File: config.mk
export PLATFORM = sky130hd
export DESIGN_NAME = silife_load_sequencer_flat
export DESIGN_NICKNAME = d
export VERILOG_FILES = /design/src/rtl/silife_load_sequencer_if.sv /design/src/rtl/silife_load_sequencer.sv /design/src/flat_wrapper.sv
export SDC_FILE = /design/constraint.sdc
export NUM_CORES = 1
export LEC_CHECK = 0
export CORE_MARGIN = 2
export CORE_UTILIZATION = 48
export CTS_CLUSTER_DIAMETER = 30
export CTS_CLUSTER_SIZE = 30
export DETAILED_ROUTE_END_ITERATION = 10
export PLACE_DENSITY = 0.74
export SLEW_MARGIN = 20
export SYNTH_ARGS = -nofsm -noshare
export SYNTH_HDL_FRONTEND = slang
export SYNTH_SLANG_ARGS = --single-unit
File: constraint.sdc
create_clock -name i_load_clk -period 6.3 [get_ports i_load_clk]
set_clock_uncertainty 0.1 [all_clocks]
set_input_delay 1.575 -clock i_load_clk [delete_from_list [all_inputs] [get_ports i_load_clk]]
set_output_delay 1.575 -clock i_load_clk [all_outputs]
set_load 0.01 [all_outputs]
File: src/rtl/silife_load_sequencer_if.sv
// Host-side grid load bus bundle: command and row-data handshakes, abort,
// and the serial cs/clk/data outputs with frame status.
interface silife_load_sequencer_if #(
  parameter int WIDTH = 32
);
  logic             i_cmd_valid;
  logic             o_cmd_ready;
  logic             i_cmd_op;
  logic [14:0]      i_cmd_segment;
  logic [15:0]      i_cmd_row;
  logic [15:0]      i_cmd_count;
  logic             i_row_valid;
  logic             o_row_ready;
  logic [WIDTH-1:0] i_row_data;
  logic             i_abort;
  logic             o_load_cs;
  logic             o_load_clk;
  logic             o_load_data;
  logic             o_busy;
  logic             o_frame_done;

  modport master (
    output i_cmd_valid, i_cmd_op, i_cmd_segment, i_cmd_row, i_cmd_count,
    output i_row_valid, i_row_data, i_abort,
    input  o_cmd_ready, o_row_ready, o_load_cs, o_load_clk, o_load_data,
    input  o_busy, o_frame_done
  );

  modport slave (
    input  i_cmd_valid, i_cmd_op, i_cmd_segment, i_cmd_row, i_cmd_count,
    input  i_row_valid, i_row_data, i_abort,
    output o_cmd_ready, o_row_ready, o_load_cs, o_load_clk, o_load_data,
    output o_busy, o_frame_done
  );
endinterface

File: src/rtl/silife_load_sequencer.sv
// Grid load bus master: serialises configure/write commands and row words into
// cs/clk/data frames, one bus bit per two i_load_clk cycles (LOW then HIGH phase).
module silife_load_sequencer #(
  parameter int WIDTH  = 32,
  parameter int CS_GAP = 4
) (
  input logic                    i_load_clk,
  input logic                    reset,
  silife_load_sequencer_if.slave bus
);
  localparam int BW = ($clog2(WIDTH) > 4) ? $clog2(WIDTH) : 4;
  localparam int GW = (CS_GAP > 2) ? $clog2(CS_GAP) : 1;
  localparam logic [BW-1:0] SEG_LAST  = BW'(14);
  localparam logic [BW-1:0] ROW_LAST  = BW'(15);
  localparam logic [BW-1:0] DATA_LAST = BW'(WIDTH - 1);
  localparam logic [GW-1:0] GAP_INIT  = (CS_GAP > 1) ? GW'(CS_GAP - 2) : '0;

  typedef enum logic [3:0] {
    S_IDLE, S_HDR, S_CFG, S_SEG, S_ROW, S_RWAIT, S_DATA, S_END, S_GAP
  } state_t;

  state_t           r_state, w_state_nxt;
  logic             r_cs, r_clk, r_data, r_cmd_ready, r_row_ready, r_busy, r_done;
  logic             w_cs_nxt, w_clk_nxt, w_data_nxt, w_cmd_ready_nxt;
  logic             w_row_ready_nxt, w_busy_nxt, w_done_nxt;
  logic [BW-1:0]    r_cnt;
  logic [15:0]      r_remain;
  logic [GW-1:0]    r_gap;
  logic             r_op;
  logic [30:0]      r_addr;
  logic [WIDTH-1:0] r_shift;
  logic             w_cmd_acc, w_row_acc, w_abort, w_bit_state;

  assign w_cmd_acc   = bus.i_cmd_valid && r_cmd_ready;
  assign w_row_acc   = bus.i_row_valid && r_row_ready;
  assign w_abort     = bus.i_abort &&
                       (r_state inside {S_HDR, S_CFG, S_SEG, S_ROW, S_RWAIT, S_DATA});
  assign w_bit_state = r_state inside {S_HDR, S_CFG, S_SEG, S_ROW, S_DATA};

  always_ff @(posedge i_load_clk or posedge reset) begin
    if (reset) r_state <= S_IDLE;
    else       r_state <= w_state_nxt;
  end

  // r_clk high means the HIGH phase just ran; the next edge starts a new bit.
  always_comb begin
    w_state_nxt = r_state;
    unique case (r_state)
      S_IDLE:  if (w_cmd_acc) w_state_nxt = S_HDR;
      S_HDR:   if (r_clk) w_state_nxt = r_op ? S_SEG : S_CFG;
      S_CFG:   if (r_clk && !r_data) w_state_nxt = S_END;
      S_SEG:   if (r_clk && r_cnt == '0) w_state_nxt = S_ROW;
      S_ROW:   if (r_clk && r_cnt == '0)
                 w_state_nxt = (r_remain != 16'd0) ? S_RWAIT : S_END;
      S_RWAIT: if (w_row_acc) w_state_nxt = S_DATA;
      S_DATA:  if (r_clk && r_cnt == '0)
                 w_state_nxt = (r_remain != 16'd1) ? S_RWAIT : S_END;
      S_END:   w_state_nxt = (CS_GAP > 1) ? S_GAP : S_IDLE;
      S_GAP:   if (r_gap == '0) w_state_nxt = S_IDLE;
      default: w_state_nxt = S_IDLE;
    endcase
    if (w_abort) w_state_nxt = S_END;
  end

  always_comb begin
    w_cs_nxt        = !(w_state_nxt inside {S_IDLE, S_END, S_GAP});
    w_cs_nxt        = !w_cs_nxt;
    w_clk_nxt       = (w_state_nxt == r_state) && w_bit_state && !r_clk;
    w_cmd_ready_nxt = (w_state_nxt == S_IDLE);
    w_row_ready_nxt = (w_state_nxt == S_RWAIT);
    w_busy_nxt      = (w_state_nxt != S_IDLE);
    w_done_nxt      = (w_state_nxt == S_END);
    w_data_nxt      = r_data;
    unique case (r_state)
      S_IDLE:       if (w_cmd_acc) w_data_nxt = ~bus.i_cmd_op;
      S_HDR:        if (r_clk) w_data_nxt = r_op ? r_addr[30] : (r_remain != 16'd0);
      S_CFG:        if (r_clk) w_data_nxt = (r_remain != 16'd0);
      S_SEG:        if (r_clk) w_data_nxt = r_addr[30];
      S_ROW:        if (r_clk && r_cnt != '0) w_data_nxt = r_addr[30];
      S_RWAIT:      if (w_row_acc) w_data_nxt = bus.i_row_data[WIDTH-1];
      S_DATA:       if (r_clk && r_cnt != '0) w_data_nxt = r_shift[WIDTH-1];
      default:      w_data_nxt = r_data;
    endcase
    if (!w_cs_nxt == 1'b0) w_data_nxt = 1'b0;
  end

  always_ff @(posedge i_load_clk or posedge reset) begin
    if (reset) begin
      r_cs        <= 1'b1;
      r_clk       <= 1'b0;
      r_data      <= 1'b0;
      r_cmd_ready <= 1'b1;
      r_row_ready <= 1'b0;
      r_busy      <= 1'b0;
      r_done      <= 1'b0;
    end else begin
      r_cs        <= w_cs_nxt;
      r_clk       <= w_clk_nxt;
      r_data      <= w_data_nxt;
      r_cmd_ready <= w_cmd_ready_nxt;
      r_row_ready <= w_row_ready_nxt;
      r_busy      <= w_busy_nxt;
      r_done      <= w_done_nxt;
    end
  end

  // r_remain counts ones still to send (configure) or rows still to send (write).
  always_ff @(posedge i_load_clk or posedge reset) begin
    if (reset) begin
      r_cnt    <= '0;
      r_remain <= '0;
      r_gap    <= '0;
    end else begin
      unique case (r_state)
        S_IDLE:  if (w_cmd_acc) r_remain <= bus.i_cmd_count;
        S_HDR:   if (r_clk) begin
                   if (r_op) r_cnt <= SEG_LAST;
                   else if (r_remain != 16'd0) r_remain <= r_remain - 16'd1;
                 end
        S_CFG:   if (r_clk && r_data && r_remain != 16'd0) r_remain <= r_remain - 16'd1;
        S_SEG:   if (r_clk) r_cnt <= (r_cnt == '0) ? ROW_LAST : r_cnt - 1'b1;
        S_ROW:   if (r_clk && r_cnt != '0) r_cnt <= r_cnt - 1'b1;
        S_RWAIT: if (w_row_acc) r_cnt <= DATA_LAST;
        S_DATA:  if (r_clk) begin
                   if (r_cnt == '0) r_remain <= r_remain - 16'd1;
                   else             r_cnt    <= r_cnt - 1'b1;
                 end
        S_END:   r_gap <= GAP_INIT;
        S_GAP:   if (r_gap != '0) r_gap <= r_gap - 1'b1;
        default: r_cnt <= r_cnt;
      endcase
    end
  end

  always_ff @(posedge i_load_clk) begin
    if (r_state == S_IDLE && w_cmd_acc) begin
      r_op   <= bus.i_cmd_op;
      r_addr <= {bus.i_cmd_segment, bus.i_cmd_row};
    end else if (r_clk && r_state inside {S_HDR, S_SEG, S_ROW}) begin
      r_addr <= r_addr << 1;
    end
    if (r_state == S_RWAIT && w_row_acc) r_shift <= bus.i_row_data << 1;
    else if (r_state == S_DATA && r_clk) r_shift <= r_shift << 1;
  end

  assign bus.o_load_cs    = r_cs;
  assign bus.o_load_clk   = r_clk;
  assign bus.o_load_data  = r_data;
  assign bus.o_cmd_ready  = r_cmd_ready;
  assign bus.o_row_ready  = r_row_ready;
  assign bus.o_busy       = r_busy;
  assign bus.o_frame_done = r_done;
endmodule
File: src/flat_wrapper.sv
// flat-port wrapper written by rule: the top's interface ports become plain ports
module silife_load_sequencer_flat 
#(
  parameter int WIDTH  = 32,
  parameter int CS_GAP = 4
)
  (i_load_clk, reset, bus_i_cmd_valid, bus_i_cmd_op, bus_i_cmd_segment, bus_i_cmd_row, bus_i_cmd_count, bus_i_row_valid, bus_i_row_data, bus_i_abort, bus_o_cmd_ready, bus_o_row_ready, bus_o_load_cs, bus_o_load_clk, bus_o_load_data, bus_o_busy, bus_o_frame_done);
  silife_load_sequencer_if #(.WIDTH(WIDTH)) bus_i ();
  input logic i_load_clk;
  input logic reset;
  input wire logic [$bits(bus_i.i_cmd_valid)-1:0] bus_i_cmd_valid;
  input wire logic [$bits(bus_i.i_cmd_op)-1:0] bus_i_cmd_op;
  input wire logic [$bits(bus_i.i_cmd_segment)-1:0] bus_i_cmd_segment;
  input wire logic [$bits(bus_i.i_cmd_row)-1:0] bus_i_cmd_row;
  input wire logic [$bits(bus_i.i_cmd_count)-1:0] bus_i_cmd_count;
  input wire logic [$bits(bus_i.i_row_valid)-1:0] bus_i_row_valid;
  input wire logic [$bits(bus_i.i_row_data)-1:0] bus_i_row_data;
  input wire logic [$bits(bus_i.i_abort)-1:0] bus_i_abort;
  output wire logic [$bits(bus_i.o_cmd_ready)-1:0] bus_o_cmd_ready;
  output wire logic [$bits(bus_i.o_row_ready)-1:0] bus_o_row_ready;
  output wire logic [$bits(bus_i.o_load_cs)-1:0] bus_o_load_cs;
  output wire logic [$bits(bus_i.o_load_clk)-1:0] bus_o_load_clk;
  output wire logic [$bits(bus_i.o_load_data)-1:0] bus_o_load_data;
  output wire logic [$bits(bus_i.o_busy)-1:0] bus_o_busy;
  output wire logic [$bits(bus_i.o_frame_done)-1:0] bus_o_frame_done;
  assign bus_i.i_cmd_valid = bus_i_cmd_valid;
  assign bus_i.i_cmd_op = bus_i_cmd_op;
  assign bus_i.i_cmd_segment = bus_i_cmd_segment;
  assign bus_i.i_cmd_row = bus_i_cmd_row;
  assign bus_i.i_cmd_count = bus_i_cmd_count;
  assign bus_i.i_row_valid = bus_i_row_valid;
  assign bus_i.i_row_data = bus_i_row_data;
  assign bus_i.i_abort = bus_i_abort;
  assign bus_o_cmd_ready = bus_i.o_cmd_ready;
  assign bus_o_row_ready = bus_i.o_row_ready;
  assign bus_o_load_cs = bus_i.o_load_cs;
  assign bus_o_load_clk = bus_i.o_load_clk;
  assign bus_o_load_data = bus_i.o_load_data;
  assign bus_o_busy = bus_i.o_busy;
  assign bus_o_frame_done = bus_i.o_frame_done;
  silife_load_sequencer #(.WIDTH(WIDTH), .CS_GAP(CS_GAP)) u_core (.i_load_clk(i_load_clk), .reset(reset), .bus(bus_i));
endmodule
### Word level (Yosys, flattened, before mapping)

Cells that the tools add are included.

| cells by class | value |
|---|---|
| eq/ne operators | 33 |
| bitwise operators | 1 |
| shifts and indexed selects | 0 |
| multiply operators | 0 |
| divide/modulo/power cells | 0 |
| add/subtract/negate cells | 3 |
| $lt $le $gt $ge | 0 |
| reduce and logical (&&, ||, !) cells | 38 |
| multiplexer cells | 46 |

Operator list:

| operator | count |
|---|---|
| two-way mux 16 bit | 7 |
| two-way mux 32 bit | 2 |
| one-hot mux 16 bit (4 select lines) | 1 |
| two-way mux 31 bit | 2 |
| two-way mux 5 bit | 8 |
| two-way mux 4 bit | 9 |
| one-hot mux 4 bit (9 select lines) | 1 |
| one-hot mux 5 bit (5 select lines) | 1 |
| equality test 4 x 3 -> 1 bit, second input constant | 6 |
| AND reduction 8 bit | 3 |
| != test 3 x 1 -> 1 bit, second input constant | 7 |
| != test 2 x 1 -> 1 bit, second input constant | 9 |
| != test 16 x 1 -> 1 bit, second input constant | 1 |
| nonzero test 16 bit | 1 |
| subtractor 16 x 1 -> 16 bit, second input constant | 1 |
| nonzero test 5 bit | 3 |
| logical AND 1 bit | 14 |
| two-way mux 1 bit | 10 |
| equality test 4 x 2 -> 1 bit, second input constant | 2 |
| equality test 4 bit, second input constant | 2 |
| zero test 4 bit | 2 |
| != test 2 bit, second input constant | 4 |
| nonzero test 2 bit | 4 |
| nonzero test 4 bit | 2 |
| 15 further kinds | 19 |

| word-level totals | value |
|---|---|
| memory bits (writable) | 0 |
| bits of input ports | 85 |
| bits in read-only memories | 0 |
| logic and storage cells | 135 |
| output and inout port bits | 7 |
| memories kept | 0 |
| latch bits | 0 |
| register bits | 97 |

### Depth between registers and ports, before layout

Gate-level depths: netlist of run 1.

| depth | value |
|---|---|
| depth in word-level cells | 9 |
| gate-level depth with buffers | 9 |
| mapped depth without buffers | 8 |

### Worst setup path before layout of run 1

Ideal clock, no wire load.

| timing | value |
|---|---|
| kind | input to register |
| start | input bus_i_row_valid |
| end | register u_core.r_shift[10] (enable) |
| setup slack | 2.717 ns |
| arrival time | 3.096 ns |
| setup time | 0.387 ns |
| cell stages on the path | 4 |
| cells stage by stage | nand2_1 -> nor4b_2 -> buf_2 -> a21o_1 |

| between the ends | value |
|---|---|
| word-level cells in the longest chain between the ends | 3 |

Ends and longest elaborated chain:

| what | line | text |
|---|---|---|
| from (decl) | flat_wrapper.sv:16 | `input wire logic [$bits(bus_i.i_row_valid)-1:0] bus_i_row_valid;` |
| logical AND 1 bit | silife_load_sequencer.sv:35 | `assign w_row_acc = bus.i_row_valid && r_row_ready;` |
| logical AND 1 bit | silife_load_sequencer.sv:142 | `if (r_state == S_RWAIT && w_row_acc) r_shift <= bus.i_row_data << 1;` |
| nonzero test 2 bit (no source line) | n/a |  |
| to (signal assigned) | silife_load_sequencer.sv:142 |  |
| to (signal assigned) | silife_load_sequencer.sv:143 | `else if (r_state == S_DATA && r_clk) r_shift <= r_shift << 1;` |
| to (decl) | silife_load_sequencer.sv:31 | `logic [WIDTH-1:0] r_shift;` |

Every way passes these cells.
A chain may end at the register's enable or synchronous reset.

### Final worst setup path of run 1

| timing | value |
|---|---|
| start | input bus_i_cmd_valid |
| end | register u_core.r_remain[1] |

| between the ends | value |
|---|---|
| word-level cells in the longest chain between the ends | 3 |

Ends and longest elaborated chain:

| what | line | text |
|---|---|---|
| from (decl) | flat_wrapper.sv:11 | `input wire logic [$bits(bus_i.i_cmd_valid)-1:0] bus_i_cmd_valid;` |
| logical AND 1 bit | silife_load_sequencer.sv:34 | `assign w_cmd_acc = bus.i_cmd_valid && r_cmd_ready;` |
| != test 2 x 1 -> 1 bit (no source line) | n/a |  |
| AND reduction 8 bit (no source line) | n/a |  |
| to (signal assigned) | silife_load_sequencer.sv:115 | `S_IDLE: if (w_cmd_acc) r_remain <= bus.i_cmd_count;` |
| to (signal assigned) | silife_load_sequencer.sv:118 | `else if (r_remain != 16'd0) r_remain <= r_remain - 16'd1;` |
| to (signal assigned) | silife_load_sequencer.sv:120 | `S_CFG: if (r_clk && r_data && r_remain != 16'd0) r_remain <= r_remain - 16'd1;` |
| to (decl) | silife_load_sequencer.sv:27 | `logic [15:0] r_remain;` |

Every way passes these cells.

==> metrics, run 1 <==
DRT antenna net count=0; yosys warns=0; # setup viols final=0; Worst VDD drop=about 0.00022 V; final core utilization=0.610; critical path class=input pin to flip-flop; final hold vios=0; EDFF count, synth=63; final setup TNS=0 ns; Cell Area, Synth=roughly 5100 sq um; power density over cell area=385 nW/um^2; slowest CP cell=nand3_1; Worst-path clk slew=~0.11 ns; # port buffers=slightly above 90; DRT Pass-1 Iters=5; vias in the first global route=about 3900; Detailed Route Iter0 Violations=around 230; ys flop type=edfxtp_1; Global Route Usage Sum=0.200; Design Area, Final=~6300 sq um; Synth area leader=edfxtp_1; row cnt=37; clk root buf=clkbuf_8; Inst Count DP=694; Setup WS pre-CTS=~2.0 ns; class of the worst hold path=flip-flop to flip-flop; depth of the CTS H-tree=3; Netlist cell types=68; leakage power=2.38 nW; max-cap violation count=0; placed inst area=~6100 sq um; post-synth top area share=0.373; crit path DAT=3.84 ns; top post-synthesis cells by area=edfxtp_1 (37%), dfrtp_1 (16%), nand2_1 (8.7%); fraction of layout cells with a size suffix above 1=0.127; Routed WL per cell=~15 microns; Remaining Overflow, GRT=0; CP cell instances=clkdlybuf4s50_1, nand4_1, buf_4, a221oi_1, nand3_1, a211oi_1, a21oi_1; Core ar.=approximately 10000 sq um; synthesized flop and latch total=97; clock tree buffer depth=2; FF-to-FF Start=u_core.r_state[3]; max frequency=about 0.27 GHz; post-CTS sizing=0; R2R Setup Slk=approximately 3.2 ns; worst endpoint required time=6.43 ns; ys async rst share=0.351; Slew headroom=0.224; fin crit period=~3.7 ns; via density per instance=about 5.5; R2R depth=7; pin count of the biggest net entering global routing=35; die area=roughly 11000 sq um; Inserted Diodes=0; TritonCTS clock tree=yes; first-pass GRT wire length=approximately 18000 microns; P&R area growth vs syn=23.7%; Critical path destination=u_core.r_remain[1]; GP Congestion=roughly 0.88; clock sink count=97; crit start category=input pin; final hold slack=between 0.4 and 0.5 ns; worst-margin pin slew=~1.2 ns; Clk Latency, worst-skew pair=roughly 0.36 ns; via count=slightly below 4000; Mapped Cells=488; number of remaining DRC errors=0; Die Ht=107 microns; Total Nets Final=between 600 and 700; final setup margin=2.59 ns; Final Cycle Share=0.590; Post-DP HPWL=7720 microns; Hold Buf Count CTS=0; I/O pin total=92; Starting Density=0.493; Power Total=2.41 mW; syn_nets=579; Crit. Startpoint=bus_i_cmd_valid; status=completed; initial antenna violation count=0; crit-path max FO=34; RSZ-0062 raised after global routing=false; slowest cell delay on critical path=approximately 0.57 ns; setup bufs post-CTS=0; drt total wl=between 10000 and 15000 microns; cts bufs inserted=9; Die W=107 microns; Max Slew Vio Count=0; post-route insts no fill=a little over 700; Seq/Total Area, Yosys=0.542; crit path capture type=flip-flop; worst flop-to-flop path endpoint=u_core.r_remain[1]; Syn Area/Cell=10.4 sq um
-- cells by family after synthesis --
group,Yosys count,share of synthesized area
multiplexers,35,0.0768
adder cells (fa/ha/maj),6,0.0148
AND/OR/NAND/NOR,211,0.203
flip-flops,97,0.542
AO/OA/AOI/OAI,96,0.128
buffers and inverters,43,0.0358
-- worst min-delay path by stage --
stage / slack, ns / to / startpoint / depth (start not counted)
6_report: 0.43 / u_core.r_addr[20] / u_core.r_addr[19] / 2
5_1_grt: 0.45 / u_core.r_addr[23] / u_core.r_addr[22] / 2
4_1_cts: 0.43 / u_core.r_addr[12] / u_core.r_addr[11] / 2
3_5_place_dp: 0.40 / u_core.r_addr[1] / u_core.r_addr[0] / 2
3_3_place_gp: 0.39 / u_core.r_addr[16] / u_core.r_addr[15] / 2
2_1_floorplan: 0.38 / u_core.r_remain[15] / u_core.r_remain[15] / 1
-- cells in the mapped netlist, types with 3 or more instances --
master	n
or3_1	3
ha_1	6
a21o_1	3
nor3b_1	4
a21oi_1	25
mux2_2	31
nand2b_1	8
dfrtp_1	32
nand3_1	7
a22oi_1	4
nand4_1	4
nand2_1	117
nor2b_1	3
buf_2	10
o21ai_0	19
a31oi_1	3
nand3b_1	3
o2bb2ai_1	4
a2bb2oi_1	4
clkbuf_1	12
edfxtp_1	63
mux2i_1	4
nor3_1	9
a211oi_1	4
nor2_1	24
inv_1	16
o22ai_1	7
nor4_1	7
and3_1	4
-- critical path, delay by kind of cell --
family | cells | cell delay, ns
AO/OA/AOI/OAI | 3 | 0.88
buffers and inverters | 2 | 0.72
AND/OR/NAND/NOR | 2 | 0.65
-- final cells by class --
cell class / count / area [sq um]
well taps: 136 / 170
inverters: 17 / 63.8
clock buffers: 9 / 124
flip-flops and latches: 97 / 2750
multi-input cells: 348 / 2150
repair buffers: 96 / 948
fillers: 868 / 4010
clock inverters: 7 / 61.3
-- state kept, by name, indices dropped and copies added, names as in the netlist --
| signal | count |
|---|---|
| u_core.bus.o_busy | 1 |
| u_core.r_cnt | 5 |
| u_core.bus.o_frame_done | 1 |
| u_core.bus.o_row_ready | 1 |
| u_core.bus.o_cmd_ready | 1 |
| u_core.bus.o_load_cs | 1 |
| u_core.r_state | 4 |
| u_core.r_addr | 31 |
| u_core.bus.o_load_clk | 1 |
| u_core.r_gap | 2 |
| u_core.r_shift | 31 |
| u_core.r_op | 1 |
| u_core.r_remain | 16 |
| u_core.bus.o_load_data | 1 |
-- metal layers --
layer | global-route usage | vias to the layer above | part of all wire
li1 | - | 1920 | -
met2 | 0.326 | 103 | 0.49
met5 | 0 | - | 0
met4 | 0.0501 | 0 | 0.0087
met1 | 0.281 | 1898 | 0.46
met3 | 0.0340 | 8 | 0.040
-- where the power goes --
part / total, mW / internal, mW / switching [mW]
registers: 1.02 / 0.840 / 0.183
clock network: 0.391 / 0.151 / 0.239
logic: 1.00 / 0.431 / 0.568
-- cell usage in the layout (no fill, tap or decap), drive strengths merged, types with 8 or more instances in the layout --
cell type	count
a21oi	25
o21ai	21
dfrtp	32
nand2b	8
nand3	8
mux2	31
inv	20
edfxtp	63
clkbuf	9
nand2	118
clkdlybuf4s50	91
nor3	10
nor2	25
Note: power is estimated with default switching activity, not from simulation.
==> run 2: changes to the inputs <==
==> constraint.sdc (replaced) <==
create_clock -name i_load_clk -period 3.8 [get_ports i_load_clk]
set_clock_uncertainty 0.1 [all_clocks]
set_input_delay 0.95 -clock i_load_clk [delete_from_list [all_inputs] [get_ports i_load_clk]]
set_output_delay 0.95 -clock i_load_clk [all_outputs]
set_load 0.01 [all_outputs]
==> metrics, run 2 (synthesized netlist as in run 1, its figures left out) <==
pin count of the biggest net entering global routing=34; fin crit period=between 2 and 3 ns; Crit. Startpoint=u_core.r_state[1]; clock sink count=between 90 and 100; drt total wl=around 11000 microns; critical path class=flip-flop to flip-flop; Hold Buf Count CTS=0; final setup TNS=0 ns; die area=11400 sq um; Die Ht=between 100 and 150 microns; Multi-input gate area=2150 sq um; FF-to-FF Start=u_core.r_state[1]; first-pass GRT wire length=17600 microns; crit path capture type=flip-flop; final hold vios=0; Post-DP HPWL=7590 microns; P&R area growth vs syn=24.7%; clock tree buffer depth=2; number of remaining DRC errors=0; DRT Pass-1 Iters=7; crit-path max FO=20; post-CTS sizing=0; post-route insts no fill=716; GP Congestion=just under 0.9; row cnt=37; leakage power=between 2 and 2.5 nW; via count=between 3000 and 4000; Worst-path clk slew=approximately 0.11 ns; CP cell instances=nor2b_1, o21bai_1, a221oi_1, nand3_1, a211oi_1, a21oi_1; I/O pin total=92; TritonCTS clock tree=yes; worst hold start=u_core.r_addr[23]; most frequent cells in the layout=nand2_1 (117), clkdlybuf4s50_1 (91), edfxtp_1 (63), dfrtp_1 (32), mux2_2 (31); Die W=107 microns; Top Registers=u_core.r_addr (31), u_core.r_shift (31), u_core.r_remain (16); depth of the CTS H-tree=3; max frequency=between 0.3 and 0.4 GHz; worst-margin pin slew=0.804 ns; via density per instance=between 5 and 6; sequential cell area=roughly 2700 sq um; slowest CP cell=dfrtp_1; Detailed Route Iter0 Violations=between 200 and 300; # port buffers=around 90; Filler cells=874; worst hold path depth=2; Final Cycle Share=0.762; Routed WL per cell=15.0 microns; Slew headroom=0.464; clk root buf=clkbuf_8; Inst Count DP=700; Total Nets Final=~670; RSZ-0062 raised after global routing=false; setup bufs post-CTS=0; DRT antenna net count=0; cts bufs inserted=9; initial antenna violation count=0; vias in the first global route=roughly 3700; Remaining Overflow, GRT=0; class of the worst hold path=flip-flop to flip-flop; Starting Density=0.493; R2R depth=6; crit path DAT=3.03 ns; power density over cell area=between 600 and 700 nW/um^2; slowest cell delay on critical path=0.73 ns; Global Route Usage Sum=0.193; Max Slew Vio Count=0; Core ar.=~10000 sq um; Clk Latency, worst-skew pair=0.36 ns; # setup viols final=0; Worst VDD drop=between 0.0004 and 0.0005 V; worst endpoint required time=approximately 3.9 ns; Inserted Diodes=0; status=completed; fraction of layout cells with a size suffix above 1=0.133; max-cap violation count=0; final core utilization=0.615; commonest non-fill, non-tap cell in the layout=nand2_1; crit start category=flip-flop
## run 2: area by class of cell
type	count	area share
clock buffers	10	0.0218
clock inverters	6	0.00911
inverters	17	0.0101
multi-input cells	348	0.340
flip-flops and latches	97	0.435
well taps	136	0.0269
repair buffers	102	0.157
## run 2: path summary, 6_finish.rpt
kind | slack [ns] | end
setup / recovery | 0.90 | u_core.r_remain[1]
hold / removal | 0.42 | u_core.r_addr[24]
hold reg to reg | 0.42 | u_core.r_addr[24]
max in group asynchronous | 1.96 | u_core.bus.o_cmd_ready
min in group asynchronous | 0.93 | u_core.r_remain[15]
setup reg to reg | 0.90 | u_core.r_remain[1]
## run 2: power by group
| part | internal (mW) | switching [mW] |
|---|---|---|
| Clock | 0.271 | 0.392 |
| Sequential | 1.39 | 0.301 |
| Combinational | 0.729 | 0.933 |
| Total | 2.39 | 1.63 |
## run 2: per-stage QoR
step                      total power, mW  hold WS [ns]  worst slack, ns  instance area (sq um)
after floorplan                      2.90         0.380            0.842                   5070
after global placement               3.30         0.395            0.627                   6120
after detailed placement             3.36         0.403            0.599                   6120
after CTS                            4.02         0.427            0.966                   6320
after global routing                 4.30         0.449            0.576                   6320
final                                4.02         0.421            0.905                   6320
## run 2: critical path, delay by kind of cell (launching register included)
| kind | cells | cell delay, ns |
|---|---|---|
| and+or+nand+nor | 2 | 0.96 |
| DFF | 1 | 0.73 |
| AOI/OAI and AO/OA | 4 | 0.99 |
## run 2: per-layer routing
layer  up-vias  track usage  share of wire
met5         -            0              0
met4         0       0.0603          0.015
met3        14       0.0261          0.059
met2       148        0.309           0.48
met1      1847        0.273           0.45
li1       1937            -              -
